--- src/rtl/spart_baud_gen_if.sv ---
// SPART I/O bus bundle as seen by the baud-rate generator.
// master : processor side, drives iocs/iorw/ioaddr/data and observes the ticks.
// slave  : baud generator side, samples the bus and drives sample_en/enable/running.
//   iocs      chip select
//   iorw      1 = read, 0 = write
//   ioaddr    register select (2'b10 DB low, 2'b11 DB high)
//   data      write data
//   sample_en 16x oversample tick
//   enable    one-per-bit tick
//   running   committed divisor non-zero, ticks active
interface spart_baud_gen_if;
    logic       iocs;
    logic       iorw;
    logic [1:0] ioaddr;
    logic [7:0] data;
    logic       sample_en;
    logic       enable;
    logic       running;

    modport master (
        output iocs, iorw, ioaddr, data,
        input  sample_en, enable, running
    );

    modport slave (
        input  iocs, iorw, ioaddr, data,
        output sample_en, enable, running
    );
endinterface

--- src/rtl/spart_baud_gen.sv ---
// Baud-rate generator for the SPART. A programmable 16-bit divisor sets the
// sample_en period in clocks; enable fires on every 16th sample_en.
// Ports:
//   clk  system clock
//   rst  synchronous active-high reset
//   bus  spart_baud_gen_if.slave (bus write decode in, tick outputs out)
//
// state | meaning
// ------+-----------------------------------------------
// HOLD  | divisor is zero, counters frozen, no ticks
// RUN   | counting down, ticks emitted on cnt == 0
module spart_baud_gen #(
    parameter logic [15:0] DEFAULT_DIV = 16'd325
) (
    input  logic              clk,
    input  logic              rst,
    spart_baud_gen_if.slave   bus
);

    typedef enum logic {HOLD, RUN} state_t;

    state_t      state_q, state_d;
    logic [15:0] div_q, div_d;
    logic [7:0]  db_lo_q, db_lo_d;
    logic [15:0] cnt_q, cnt_d;
    logic [3:0]  tick_q, tick_d;
    logic        sample_en_q, sample_en_d;
    logic        enable_q, enable_d;
    logic        running_q, running_d;

    logic        wr;
    logic        wr_lo;
    logic        wr_hi;
    logic [15:0] new_div;

    assign wr      = bus.iocs & ~bus.iorw;
    assign wr_lo   = wr & (bus.ioaddr == 2'b10);
    assign wr_hi   = wr & (bus.ioaddr == 2'b11);
    assign new_div = {bus.data, db_lo_q};

    always_comb begin
        state_d     = state_q;
        div_d       = div_q;
        db_lo_d     = db_lo_q;
        cnt_d       = cnt_q;
        tick_d      = tick_q;
        sample_en_d = 1'b0;
        enable_d    = 1'b0;

        if (wr_lo) begin
            db_lo_d = bus.data;
        end

        // A high-byte commit overrides any tick due this cycle.
        if (wr_hi) begin
            div_d   = new_div;
            cnt_d   = new_div - 16'd1;
            tick_d  = 4'd0;
            state_d = (new_div != 16'd0) ? RUN : HOLD;
        end else if (state_q == RUN) begin
            if (cnt_q == 16'd0) begin
                sample_en_d = 1'b1;
                enable_d    = (tick_q == 4'hF);
                cnt_d       = div_q - 16'd1;
                tick_d      = tick_q + 4'd1;
            end else begin
                cnt_d = cnt_q - 16'd1;
            end
        end

        running_d = (state_d == RUN);
    end

    always_ff @(posedge clk) begin
        if (rst) begin
            state_q     <= (DEFAULT_DIV != 16'd0) ? RUN : HOLD;
            div_q       <= DEFAULT_DIV;
            db_lo_q     <= DEFAULT_DIV[7:0];
            cnt_q       <= DEFAULT_DIV - 16'd1;
            tick_q      <= 4'd0;
            sample_en_q <= 1'b0;
            enable_q    <= 1'b0;
            running_q   <= (DEFAULT_DIV != 16'd0);
        end else begin
            state_q     <= state_d;
            div_q       <= div_d;
            db_lo_q     <= db_lo_d;
            cnt_q       <= cnt_d;
            tick_q      <= tick_d;
            sample_en_q <= sample_en_d;
            enable_q    <= enable_d;
            running_q   <= running_d;
        end
    end

    assign bus.sample_en = sample_en_q;
    assign bus.enable    = enable_q;
    assign bus.running   = running_q;

endmodule

--- src/flat_wrapper.sv ---
// flat-port wrapper written by rule: the top's interface ports become plain ports
module spart_baud_gen_flat 
#(
    parameter logic [15:0] DEFAULT_DIV = 16'd325
)
  (clk, rst, bus_iocs, bus_iorw, bus_ioaddr, bus_data, bus_sample_en, bus_enable, bus_running);
  spart_baud_gen_if bus_i ();
  input  logic clk;
  input  logic rst;
  input wire logic [$bits(bus_i.iocs)-1:0] bus_iocs;
  input wire logic [$bits(bus_i.iorw)-1:0] bus_iorw;
  input wire logic [$bits(bus_i.ioaddr)-1:0] bus_ioaddr;
  input wire logic [$bits(bus_i.data)-1:0] bus_data;
  output wire logic [$bits(bus_i.sample_en)-1:0] bus_sample_en;
  output wire logic [$bits(bus_i.enable)-1:0] bus_enable;
  output wire logic [$bits(bus_i.running)-1:0] bus_running;
  assign bus_i.iocs = bus_iocs;
  assign bus_i.iorw = bus_iorw;
  assign bus_i.ioaddr = bus_ioaddr;
  assign bus_i.data = bus_data;
  assign bus_sample_en = bus_i.sample_en;
  assign bus_enable = bus_i.enable;
  assign bus_running = bus_i.running;
  spart_baud_gen #(.DEFAULT_DIV(DEFAULT_DIV)) u_core (.clk(clk), .rst(rst), .bus(bus_i));
endmodule
--- config.mk ---
export PLATFORM = sky130hd
export DESIGN_NAME = spart_baud_gen_flat
export DESIGN_NICKNAME = d
export VERILOG_FILES = /design/src/rtl/spart_baud_gen_if.sv /design/src/rtl/spart_baud_gen.sv /design/src/flat_wrapper.sv
export SDC_FILE = /design/constraint.sdc
export NUM_CORES = 1
export LEC_CHECK = 0
export BUFFER_PORTS_ARGS = -buffer_cell sky130_fd_sc_hd__buf_2
export CORE_ASPECT_RATIO = 0.5
export CORE_MARGIN = 5
export CORE_UTILIZATION = 40
export CTS_CLUSTER_DIAMETER = 40
export DETAILED_ROUTE_END_ITERATION = 7
export GPL_TIMING_DRIVEN = 0
export SYNTH_ARGS = -nofsm -noshare
export SYNTH_HDL_FRONTEND = slang
export SYNTH_SLANG_ARGS = --single-unit
--- constraint.sdc ---
create_clock -name clk -period 3.5 [get_ports clk]
set_clock_uncertainty 0.05 [all_clocks]
set_input_delay 0.35 -clock clk [delete_from_list [all_inputs] [get_ports clk]]
set_output_delay 0.35 -clock clk [all_outputs]
set_load 0.01 [all_outputs]
Word level (Yosys, flattened, before mapping)
Cells that the tools add are included.
- register bits after elaboration: 47
- logic and storage cells: 32
- $add $sub $neg: 4
- equality and inequality tests: 3
- multiplexer cells: 5
- bitwise operators: 6
- reductions and logical operators: 7
- operator list (kind ; count):
    two-way mux 16 bit ; 3
    subtractor 16 x 1 -> 16 bit (second input constant) ; 3
    zero test 16 bit ; 1
    nonzero test 16 bit ; 1
    adder 4 x 1 -> 4 bit (second input constant) ; 1
    == test 2 bit (second input constant) ; 2
    == test 4 bit (second input constant) ; 1
    OR reduction 4 bit ; 1
    bitwise AND 1 bit ; 3
    inverter 1 bit ; 3
    OR reduction 3 bit ; 1
    two-way mux 1 bit ; 2
    AND reduction 2 bit ; 1
    nonzero test 2 bit ; 1
    OR reduction 2 bit ; 1

Longest topological paths before layout
Gate-level depths: netlist of the first run.
- depth in word-level cells: 4
- depth in mapped cells: 13
- depth with buffers taken out: 10

Least setup slack after synthesis of the first run
Ideal clock, no wire load.
- path kind: input port to flip-flop
- start point: input port bus_iorw
- end point: register u_core.cnt_q[10]
- arrival time: 3.047 ns
- required time: 3.359 ns
- path slack: 0.312 ns
- stages: 13
- cells stage by stage: and4b_4 -> buf_4 -> clkbuf_1 -> clkbuf_1 -> clkbuf_1 -> o21a_1 -> ha_1 -> clkbuf_1 -> nand2_1 -> nor2_1 -> nand3_1 -> or3_1 -> a311oi_1
- cells in the longest elaborated chain, start to end: 4
- elaborated cells on any way between the ends: 5
- classes of those cells: 1 x mux; 3 x bitwise; 1 x reduce/logical
- ends and longest elaborated chain (element ; RTL line ; text):
    from (decl) ; flat_wrapper.sv:11 ; input wire logic [$bits(bus_i.iorw)-1:0] bus_iorw;
    inverter 1 bit * ; spart_baud_gen.sv:36 ; assign wr = bus.iocs & ~bus.iorw;
    bitwise AND 1 bit * ; spart_baud_gen.sv:36 ;
    bitwise AND 1 bit * ; spart_baud_gen.sv:38 ; assign wr_hi = wr & (bus.ioaddr == 2'b11);
    two-way mux 16 bit or nonzero test 2 bit (tied branches) ; n/a ;
    to (signal assigned) ; spart_baud_gen.sv:79 ; cnt_q <= DEFAULT_DIV - 16'd1;
    to (signal assigned) ; spart_baud_gen.sv:88 ; cnt_q <= cnt_d;
    to (decl) ; spart_baud_gen.sv:25 ; logic [15:0] cnt_q, cnt_d;
Every way passes the cells marked *; elsewhere a longest branch is shown, timed or not.
A chain may end at the register's enable or synchronous reset.

Worst setup path after layout of the first run
- start point: register u_core.cnt_q[0]
- end point: register u_core.cnt_q[8]
- cells in the longest elaborated chain, start to end: 4
- elaborated cells on any way between the ends: 5
- classes of those cells: 1 x add/sub; 3 x mux; 1 x reduce/logical
- ends and longest elaborated chain (element ; RTL line ; text):
    subtractor 16 x 1 -> 16 bit or zero test 16 bit (tied branches) ; spart_baud_gen.sv:67, spart_baud_gen.sv:61 ;
    two-way mux 16 bit * ; spart_baud_gen.sv:61 ; if (cnt_q == 16'd0) begin
    two-way mux 16 bit * ; spart_baud_gen.sv:60 ; end else if (state_q == RUN) begin
    two-way mux 16 bit * ; spart_baud_gen.sv:55 ; if (wr_hi) begin
Every way passes the cells marked *; elsewhere a longest branch is shown, timed or not. The select of a mux whose other input is x is not followed.

==> flow_summary.ini, run 1 <==
[worst_setup_path]
cp-end-kind = flip-flop
cp-start-kind = flip-flop
critPathKind = reg -> reg
critPathMaxFanout = 10
cp_cell_sequence = nor4_1 > and4_4 > buf_6 > buf_2 > a21oi_1 > a21o_1 > ha_1 > clkbuf_1 > nand2_1 > nor2_1 > nand3_1 > a31oi_1 > or2_2
crit_slowest_cell = nor4_1
critPathMaxStageDelay_ns = 0.62
critPathRequiredTime_ns = 3.63
cp.arrival_ns = 3.45

[clock_network]
numCtsBuffers = 5
cts_max_level = 2
cts-root-buf = clkbuf_16
clk_path_buf_depth = 2
clk_latency_ns = 0.29
cts_tree = built
cts.sinks = 47
clk_pin_slew_ns = 0.06

[final_layout]
antenna_cells = 0
fin_area_sq_mm = 0.00278
final_cells = 405
drive_gt1_share_pct = 13.7
area_delta_synth_final_pct = 13.3
nets = 343

[sta]
max_freq_ghz = 0.301
slew-limit-headroom_pct = 55.0
final_hold_viol_count = 0
final.period_utilization_pct = 94.9
rsz0062_at_grt = false
tightest_slew_ns = 0.669
final_max_slew_viol_count = 0
setup_viol = 0
finalCriticalPeriod_ns = 3.32
tns_ns = 0

[global_routing]
grt_use_total_pct = 19.3
grt.overflow.total = 0
grt_pass1_vias = 2313
grt_max_degree = 15
grt_pass1_wl_microns = 11900
antenna_found_initial = 0

[power]
power_density_mw_per_mm2 = 443
finalPower_uw = 1230
peakVddDrop_mv = 0.192
leakage_uw = 0.00103

[place]
numPortBuffers = 16
routabilityCongestion = 0.900
dpl.cell_count = 398
placed_area_sq_mm = 0.00263
hpwlAfterDp_microns = 5370

[floorplan]
row_count = 20
dieHeight_microns = 65.4
die-width_microns = 121
boundaryPins = 17
die_area_sq_mm = 0.00790
start_util_pct = 40.9
core_sq_mm = 0.00601

[route]
viasPerCell = 6.01
firstDrtPassIters = 4
drtAntennaViolNets = 0
vias = 2435
drc = 0
wirelength_microns = 7210
drt_iter0_markers = 224
wire_per_inst_microns = 17.8

[yosys]
synth_nets = 321
synth.distinct_cells = 52
ys.warnings.count = 0
yosysSeqAreaShare_pct = 38.3
synthArstFlopShare_pct = 0
synth_seq_cells = 47
synthCells = 305
avgSynthCellArea_sq_um = 8.04
synth_area_sq_mm = 0.00245
synth_edf_count = 0
synth_flop_cell = dfxtp_1

[flow_run]
maxCapViolCount = 0

[run_status]
status = completed

[worst_hold_path]
hold_path.class = in -> reg
## state kept, by name, indices dropped and copies added (netlist names)
| register | cells |
|---|---|
| u_core.bus.enable | 1 |
| u_core.bus.sample_en | 1 |
| u_core.cnt_q | 16 |
| u_core.db_lo_q | 8 |
| u_core.div_q | 16 |
| u_core.state_q | 1 |
| u_core.tick_q | 4 |
## synthesized netlist by cell type, drive strengths merged, types with 2 or more instances
| master | number | area share (%) |
|---|---|---|
| nor4 | 7 | 1.8 |
| nand2b | 4 | 1.0 |
| or2 | 5 | 1.3 |
| and4 | 2 | 0.82 |
| nand3 | 5 | 1.0 |
| nand2 | 32 | 4.9 |
| clkbuf | 14 | 2.1 |
| nor2 | 43 | 6.6 |
| a211o | 3 | 1.1 |
| o21bai | 5 | 1.5 |
| nor2b | 4 | 1.0 |
| a211oi | 5 | 1.5 |
| dfxtp | 47 | 38 |
| xnor2 | 3 | 1.1 |
| a31oi | 2 | 0.51 |
| and3 | 2 | 0.51 |
| nand4b | 2 | 0.97 |
| o31ai | 4 | 1.2 |
| a21o | 4 | 1.2 |
| xor2 | 3 | 1.1 |
| nand4 | 5 | 1.3 |
| or3 | 5 | 1.7 |
| a21oi | 33 | 6.9 |
| nor3 | 10 | 2.0 |
| buf | 5 | 1.3 |
| nor4b | 2 | 0.71 |
| and4bb | 2 | 1.0 |
| ha | 2 | 1.0 |
| nor3b | 2 | 0.61 |
| mux2i | 8 | 3.3 |
| o21ai | 16 | 3.4 |
| a311oi | 7 | 2.8 |
| o21a | 2 | 0.61 |
## cells in the final DEF (no fill, tap or decap), drive strengths merged, types with 8 or more instances in the layout
cell type,Yosys,final
buf,5,21
nor3,10,10
nand2,32,32
mux2i,8,8
a21oi,33,33
clkbuf,14,20
o21ai,16,16
dfxtp,47,47
nor2,43,43
## kinds of logic (layout without fill, tap and decap cells)
family | count (synthesis) | count (layout) | share of synthesized area, %
buffers and inverters | 19 | 42 | 3.42
adders and majority gates | 2 | 2 | 1.02
and+or+nand+nor | 135 | 135 | 28.6
AOI/OAI and AO/OA | 87 | 87 | 22.8
DFF | 47 | 47 | 38.3
muxes | 9 | 9 | 3.72
xor gates and xnor gates | 6 | 6 | 2.14
## area by class of cell
cell class                 count  area (sq um)
fill                         613          3230
multi-input combinational    239          1430
sequential                    47           941
clock buffer                   7           143
tap                           77          96.3
buffer                        18          82.6
timing repair buffer          16          80.1
clock inverter                 1          8.76
## path summary, 6_finish.rpt
check | startpoint | cells after the start | slack, ns | end
setup / recovery | u_core.cnt_q[0]$_SDFFE_PP0P_ | 13 | 0.18 | u_core.cnt_q[8]$_SDFFE_PP1P_
hold / removal | rst | 2 | 0.20 | u_core.bus.sample_en$_SDFF_PP0_
setup reg to reg | u_core.cnt_q[0]$_SDFFE_PP0P_ | 13 | 0.18 | u_core.cnt_q[8]$_SDFFE_PP1P_
hold reg to reg | u_core.div_q[13]$_SDFFE_PP0P_ | 2 | 0.41 | u_core.div_q[13]$_SDFFE_PP0P_
## report_power, final
part           internal (uW)  leakage [uW]  switching, uW
registers                554      0.000381           19.6
logic                   67.7      0.000573           97.4
clock network            286     0.0000741            208
## per-layer routing
layer	track usage, %	wire (microns)
met1	25.9	3410
met5	0	0
met3	3.53	418
met2	32.0	3280
met4	5.65	105
## worst max-delay path, delay by kind of cell, from the launching register on
family	cells	cell delay [ns]
and+or+nand+nor	6	1.64
adders and majority gates	1	0.17
buffers and inverters	3	0.59
DFF	1	0.34
AOI/OAI and AO/OA	3	0.41
## timing repair
item | in CTS | in global routing
resized for setup | 2 | 0
hold buffers | 0 | 0
setup endpoints to repair | 3 | 3
gates cloned | 0 | 0
setup buffers | 0 | 0
## stage by stage
| step | utilization, % | hold slack [ns] | setup WS, ns |
|---|---|---|---|
| 3_3_place_gp | 43.8 | 0.396 | -0.550 |
| 2_1_floorplan | - | 0.387 | 0.312 |
| 3_5_place_dp | 43.8 | 0.402 | -0.555 |
| 6_report | 46.3 | 0.204 | 0.177 |
| 4_1_cts | 46.4 | 0.206 | 0.0255 |
| 5_1_grt | 46.3 | 0.212 | 0.0260 |
Note: power is estimated with default switching activity, not from simulation.
==> run 2: changes to the inputs <==
--- a/config.mk
+++ b/config.mk
@@ -12,6 +12,7 @@
 export CTS_CLUSTER_DIAMETER = 40
 export DETAILED_ROUTE_END_ITERATION = 7
 export GPL_TIMING_DRIVEN = 0
+export REMOVE_ABC_BUFFERS = 1
 export SYNTH_ARGS = -nofsm -noshare
 export SYNTH_HDL_FRONTEND = slang
 export SYNTH_SLANG_ARGS = --single-unit
==> run 2 against run 1 <==
Via count is 9.0% lower. Clock-buffer cell count is 2 lower. Utilization is 0.69 points lower. Power is 9.9% higher. Critical path depth is 3 lower. Critical endpoint unchanged. Die area stayed put. Largest cell class unchanged. Register-to-register slack better by 0.21 ns.
==> flow_summary.ini, run 2 (synthesis results as in run 1) <==
[run_status]
status = completed

[worst_setup_path]
critPathMaxFanout = 21
cp_cell_sequence = nor4_1 > and4_4 > a21oi_1 > a21o_1 > ha_1 > nand2_1 > nor2_1 > nand3_1 > a31oi_1 > or2_2
critPathMaxStageDelay_ns = 0.62
crit_slowest_cell = nor4_1
ff2ff_path_depth = 10
cp.arrival_ns = 3.24
r2r_slack_ns = 0.39
cp-end-kind = flip-flop
critPathKind = reg -> reg
cp-start-kind = flip-flop
critPathRequiredTime_ns = 3.63

[route]
drtAntennaViolNets = 0
viasPerCell = 5.72
drc = 0
drt_iter0_markers = 195
wirelength_microns = 6110
wire_per_inst_microns = 15.8
firstDrtPassIters = 4
vias = 2215

[final_layout]
largestRegisters = u_core.cnt_q: 16 flops, u_core.div_q: 16 flops, u_core.db_lo_q: 8 flops
nets = 325
final_cell_mix = 47 x dfxtp_1, 43 x nor2_1, 32 x a21oi_1, 32 x nand2_1, 16 x buf_2
drive_gt1_share_pct = 13.2
antenna_cells = 0
area_delta_synth_final_pct = 11.6
nFillCells = 590
layout_commonest_cell = dfxtp_1
final_cells = 387

[floorplan]
dieHeight_microns = 65.4
core_sq_mm = 0.00601
row_count = 20
die_area_sq_mm = 0.00790
start_util_pct = 40.9
die-width_microns = 121
boundaryPins = 17

[place]
dpl.cell_count = 379
hpwlAfterDp_microns = 4150
place_ws_ns = 0.231
numPortBuffers = 16
routabilityCongestion = 0.853

[sta]
tightest_slew_ns = 1.09
rsz0062_at_grt = false
final_max_slew_viol_count = 0
hold_ws_ns = 0.252
final.period_utilization_pct = 88.9
max_freq_ghz = 0.321
setup_viol = 0
tns_ns = 0
final_hold_viol_count = 0
finalCriticalPeriod_ns = 3.11
finalWorstSetupSlack_ns = 0.388
slew-limit-headroom_pct = 27.3

[power]
leakage_uw = 0.00100
peakVddDrop_mv = 0.180
finalPower_uw = 1350
power_density_mw_per_mm2 = 495

[global_routing]
grt.overflow.total = 0
grt_max_degree = 48
grt_pass1_wl_microns = 10300
grt_pass1_vias = 2066
antenna_found_initial = 0
grt_use_total_pct = 16.3

[clock_network]
clk_pin_slew_ns = 0.07
cts_resized = 0
clk_latency_ns = 0.29
cts_tree = built
numCtsBuffers = 5
cts_hold_buf = 0
cts-root-buf = clkbuf_16
post_cts_buffers = 0
clk_path_buf_depth = 2
cts.sinks = 47
cts_max_level = 2

[worst_hold_path]
hold_path.class = in -> reg
min_path_cells = 2

[flow_run]
maxCapViolCount = 0
[run 2: cell count changes in the layout (fill, tap and decap cells not counted), sizes merged]
cell,previous run,this run
buf,21,16
clkinv,1,0
clkbuf,20,5
bufinv,0,2
clkinvlp,0,1
[run 2: worst max-delay path: cells and delay by family (launching register included)]
kind	cells	cell delay, ns
simple gates	6	1.89
flops	1	0.33
fa+ha+maj	1	0.30
compound gates	3	0.43
[run 2: path summary, 6_finish.rpt]
| check | start | end |
|---|---|---|
| hold reg to reg | u_core.div_q[14]$_SDFFE_PP0P_ | u_core.div_q[14]$_SDFFE_PP0P_ |
| setup / recovery | u_core.cnt_q[12]$_SDFFE_PP0P_ | u_core.cnt_q[8]$_SDFFE_PP1P_ |
| setup reg to reg | u_core.cnt_q[12]$_SDFFE_PP0P_ | u_core.cnt_q[8]$_SDFFE_PP1P_ |
| hold / removal | bus_data[0] | u_core.db_lo_q[0]$_SDFFE_PP1P_ |
[run 2: stage by stage]
stage	util, %	cell area [sq um]
detailed placement	42.4	2550
floorplan	-	2370
global route	45.6	2740
global placement	42.4	2550
CTS	45.6	2740
finish	45.6	2740
[run 2: area by class of cell]
type	instances	area, sq um	area share [%]
tap	77	96.3	3.52
clock inverter	3	67.6	2.47
multi-input combinational	239	1430	52.2
clock buffer	5	125	4.57
sequential	47	941	34.4
timing repair buffer	16	80.1	2.92
[run 2: power by group]
part	internal (uW)	leakage, uW	total, uW	switching [uW]
clock	409	0.0000900	626	216
sequential	554	0.000381	571	17.5
combinational	65.3	0.000531	157	92.2
[run 2: metal layers]
metal  global-route usage [%]  share of wire (%)  vias up
met3                     3.10                4.4        6
met1                     22.7                 52     1048
li1                         -                  -     1120
met5                        0                  0        -
met2                     26.1                 43       41
met4                     4.52               0.93        0
==> run 3: changes to the inputs <==
--- a/config.mk
+++ b/config.mk
@@ -13,6 +13,7 @@
 export DETAILED_ROUTE_END_ITERATION = 7
 export GPL_TIMING_DRIVEN = 0
 export REMOVE_ABC_BUFFERS = 1
+export SETUP_SLACK_MARGIN = 0.2
 export SYNTH_ARGS = -nofsm -noshare
 export SYNTH_HDL_FRONTEND = slang
 export SYNTH_SLANG_ARGS = --single-unit
==> constraint.sdc (replaced) <==
create_clock -name clk -period 2.9 [get_ports clk]
set_clock_uncertainty 0.05 [all_clocks]
set_input_delay 0.29 -clock clk [delete_from_list [all_inputs] [get_ports clk]]
set_output_delay 0.29 -clock clk [all_outputs]
set_load 0.01 [all_outputs]
==> run 3 against run 2 <==
Critical path depth decreased by 2. Sequential share of layout area fell by 1.3 points. Non-clock buffer count is the same.
==> flow_summary.ini, run 3 (synthesis results as in run 1) <==
[floorplan]
boundaryPins = 17
die-width_microns = 121
row_count = 20
die_area_sq_mm = 0.00790
dieHeight_microns = 65.4
start_util_pct = 40.9
core_sq_mm = 0.00601

[route]
drt_iter0_markers = 224
drc = 0
vias = 2277
wire_per_inst_microns = 16.4
wirelength_microns = 6370
drtAntennaViolNets = 0
viasPerCell = 5.87
firstDrtPassIters = 4

[worst_setup_path]
cp_cell_sequence = buf_2 > and4b_4 > mux2i_1 > a21oi_1 > and4bb_2 > nand3_1 > or4_4 > a311oi_2
cp.arrival_ns = 2.73
critPathMaxStageDelay_ns = 0.66
crit_slowest_cell = and4b_4
r2r-start = u_core.cnt_q[12]$_SDFFE_PP0P_
critPathKind = in -> reg
crit_start = bus_iorw
cp_top_family = simple AND/OR/NAND/NOR gates
critPathRequiredTime_ns = 3.05
cp-end-kind = flip-flop
critPathMaxFanout = 40
cp-start-kind = primary input
cp_num_buf_inv = 1

[power]
leakage_uw = 0.00102
power_density_mw_per_mm2 = 581
peakVddDrop_mv = 0.218

[sta]
tightest_slew_ns = 1.10
slew-limit-headroom_pct = 26.9
final_max_slew_viol_count = 0
max_freq_ghz = 0.388
finalCriticalPeriod_ns = 2.58
setup_viol = 0
final_hold_viol_count = 0
final.period_utilization_pct = 88.8
hold_ws_ns = 0.189
rsz0062_at_grt = false
tns_ns = 0

[final_layout]
area_delta_synth_final_pct = 16.3
fin_area_sq_mm = 0.00285
nFillCells = 577
layout_commonest_cell = dfxtp_1
fin_util_pct = 47.5
drive_gt1_share_pct = 18.0
final_cell_mix = 44 x dfxtp_1, 42 x nor2_1, 32 x a21oi_1, 32 x nand2_1, 16 x buf_2
largestRegisters = u_core.cnt_q: 16 flops, u_core.div_q: 16 flops, u_core.db_lo_q: 8 flops
antenna_cells = 0
nets = 326

[global_routing]
grt_pass1_vias = 2097
grt_pass1_wl_microns = 10600
grt.overflow.total = 0
grt_use_total_pct = 16.9
grt_max_degree = 48
antenna_found_initial = 0

[clock_network]
post_cts_buffers = 0
cts.sinks = 47
cts-root-buf = clkbuf_16
clk_latency_ns = 0.29
cts_max_level = 2
cts_tree = built
cts_hold_buf = 0
numCtsBuffers = 5
clk_path_buf_depth = 2
clk_pin_slew_ns = 0.06

[flow_run]
maxCapViolCount = 0

[place]
numPortBuffers = 16
hpwlAfterDp_microns = 4150
placed_area_sq_mm = 0.00255
routabilityCongestion = 0.853

[worst_hold_path]
hold_path.class = in -> reg
min_from = bus_data[0]

[run_status]
status = completed
run 3: worst paths after layout:
kind	slack [ns]	depth (start not counted)	end
hold reg to reg	0.41	2	u_core.div_q[14]$_SDFFE_PP0P_
setup reg to reg	0.34	10	u_core.cnt_q[8]$_SDFFE_PP1P_
setup / recovery	0.32	8	u_core.cnt_q[15]$_SDFFE_PP0P_
hold / removal	0.19	2	u_core.db_lo_q[0]$_SDFFE_PP1P_
run 3: layout make-up:
cell class | count | area [sq um] | share of cell area, %
clock inverters | 3 | 67.6 | 2.37
multi-input cells | 240 | 1540 | 54.0
well taps | 77 | 96.3 | 3.38
flip-flops and latches | 47 | 945 | 33.1
clock buffers | 5 | 125 | 4.38
repair buffers | 16 | 80.1 | 2.81
run 3: stage by stage:
step	power, uW	std cells	setup slack, ns
2_1_floorplan	831	286	0.276
3_3_place_gp	888	379	-0.268
3_5_place_dp	890	379	-0.309
4_1_cts	1650	388	0.212
5_1_grt	1720	388	0.200
6_report	1660	388	0.324
run 3: repair_timing:
action / CTS / global route
gates resized for setup: 8 / 11
endpoints found under the setup margin: 10 / 7
pin swaps: 1 / 0
gates cloned: 1 / 0
run 3: per-layer routing:
metal / global-route usage (%) / up-vias / wire length (microns)
met2: 26.6 / 51 / 2830
li1: - / 1123 / -
met1: 23.5 / 1093 / 3200
met5: 0 / - / 0
met4: 4.66 / 0 / 72
met3: 3.44 / 10 / 272
run 3: worst reg2reg max path: stages, from the launching register on:
cell	delay (ns)
dfxtp_1	0.35
nor4_4	0.41
and4_4	0.41
a21oi_1	0.09
a21o_1	0.22
ha_4	0.20
nand2_1	0.10
nor2_2	0.06
nand3_2	0.14
a31oi_1	0.10
or2_2	0.32
run 3: power breakdown:
| group | leakage (uW) | internal, uW | switching, uW |
|---|---|---|---|
| registers | 0.000382 | 669 | 27.4 |
| logic | 0.000551 | 90.7 | 119 |
| clock network | 0.0000900 | 494 | 259 |
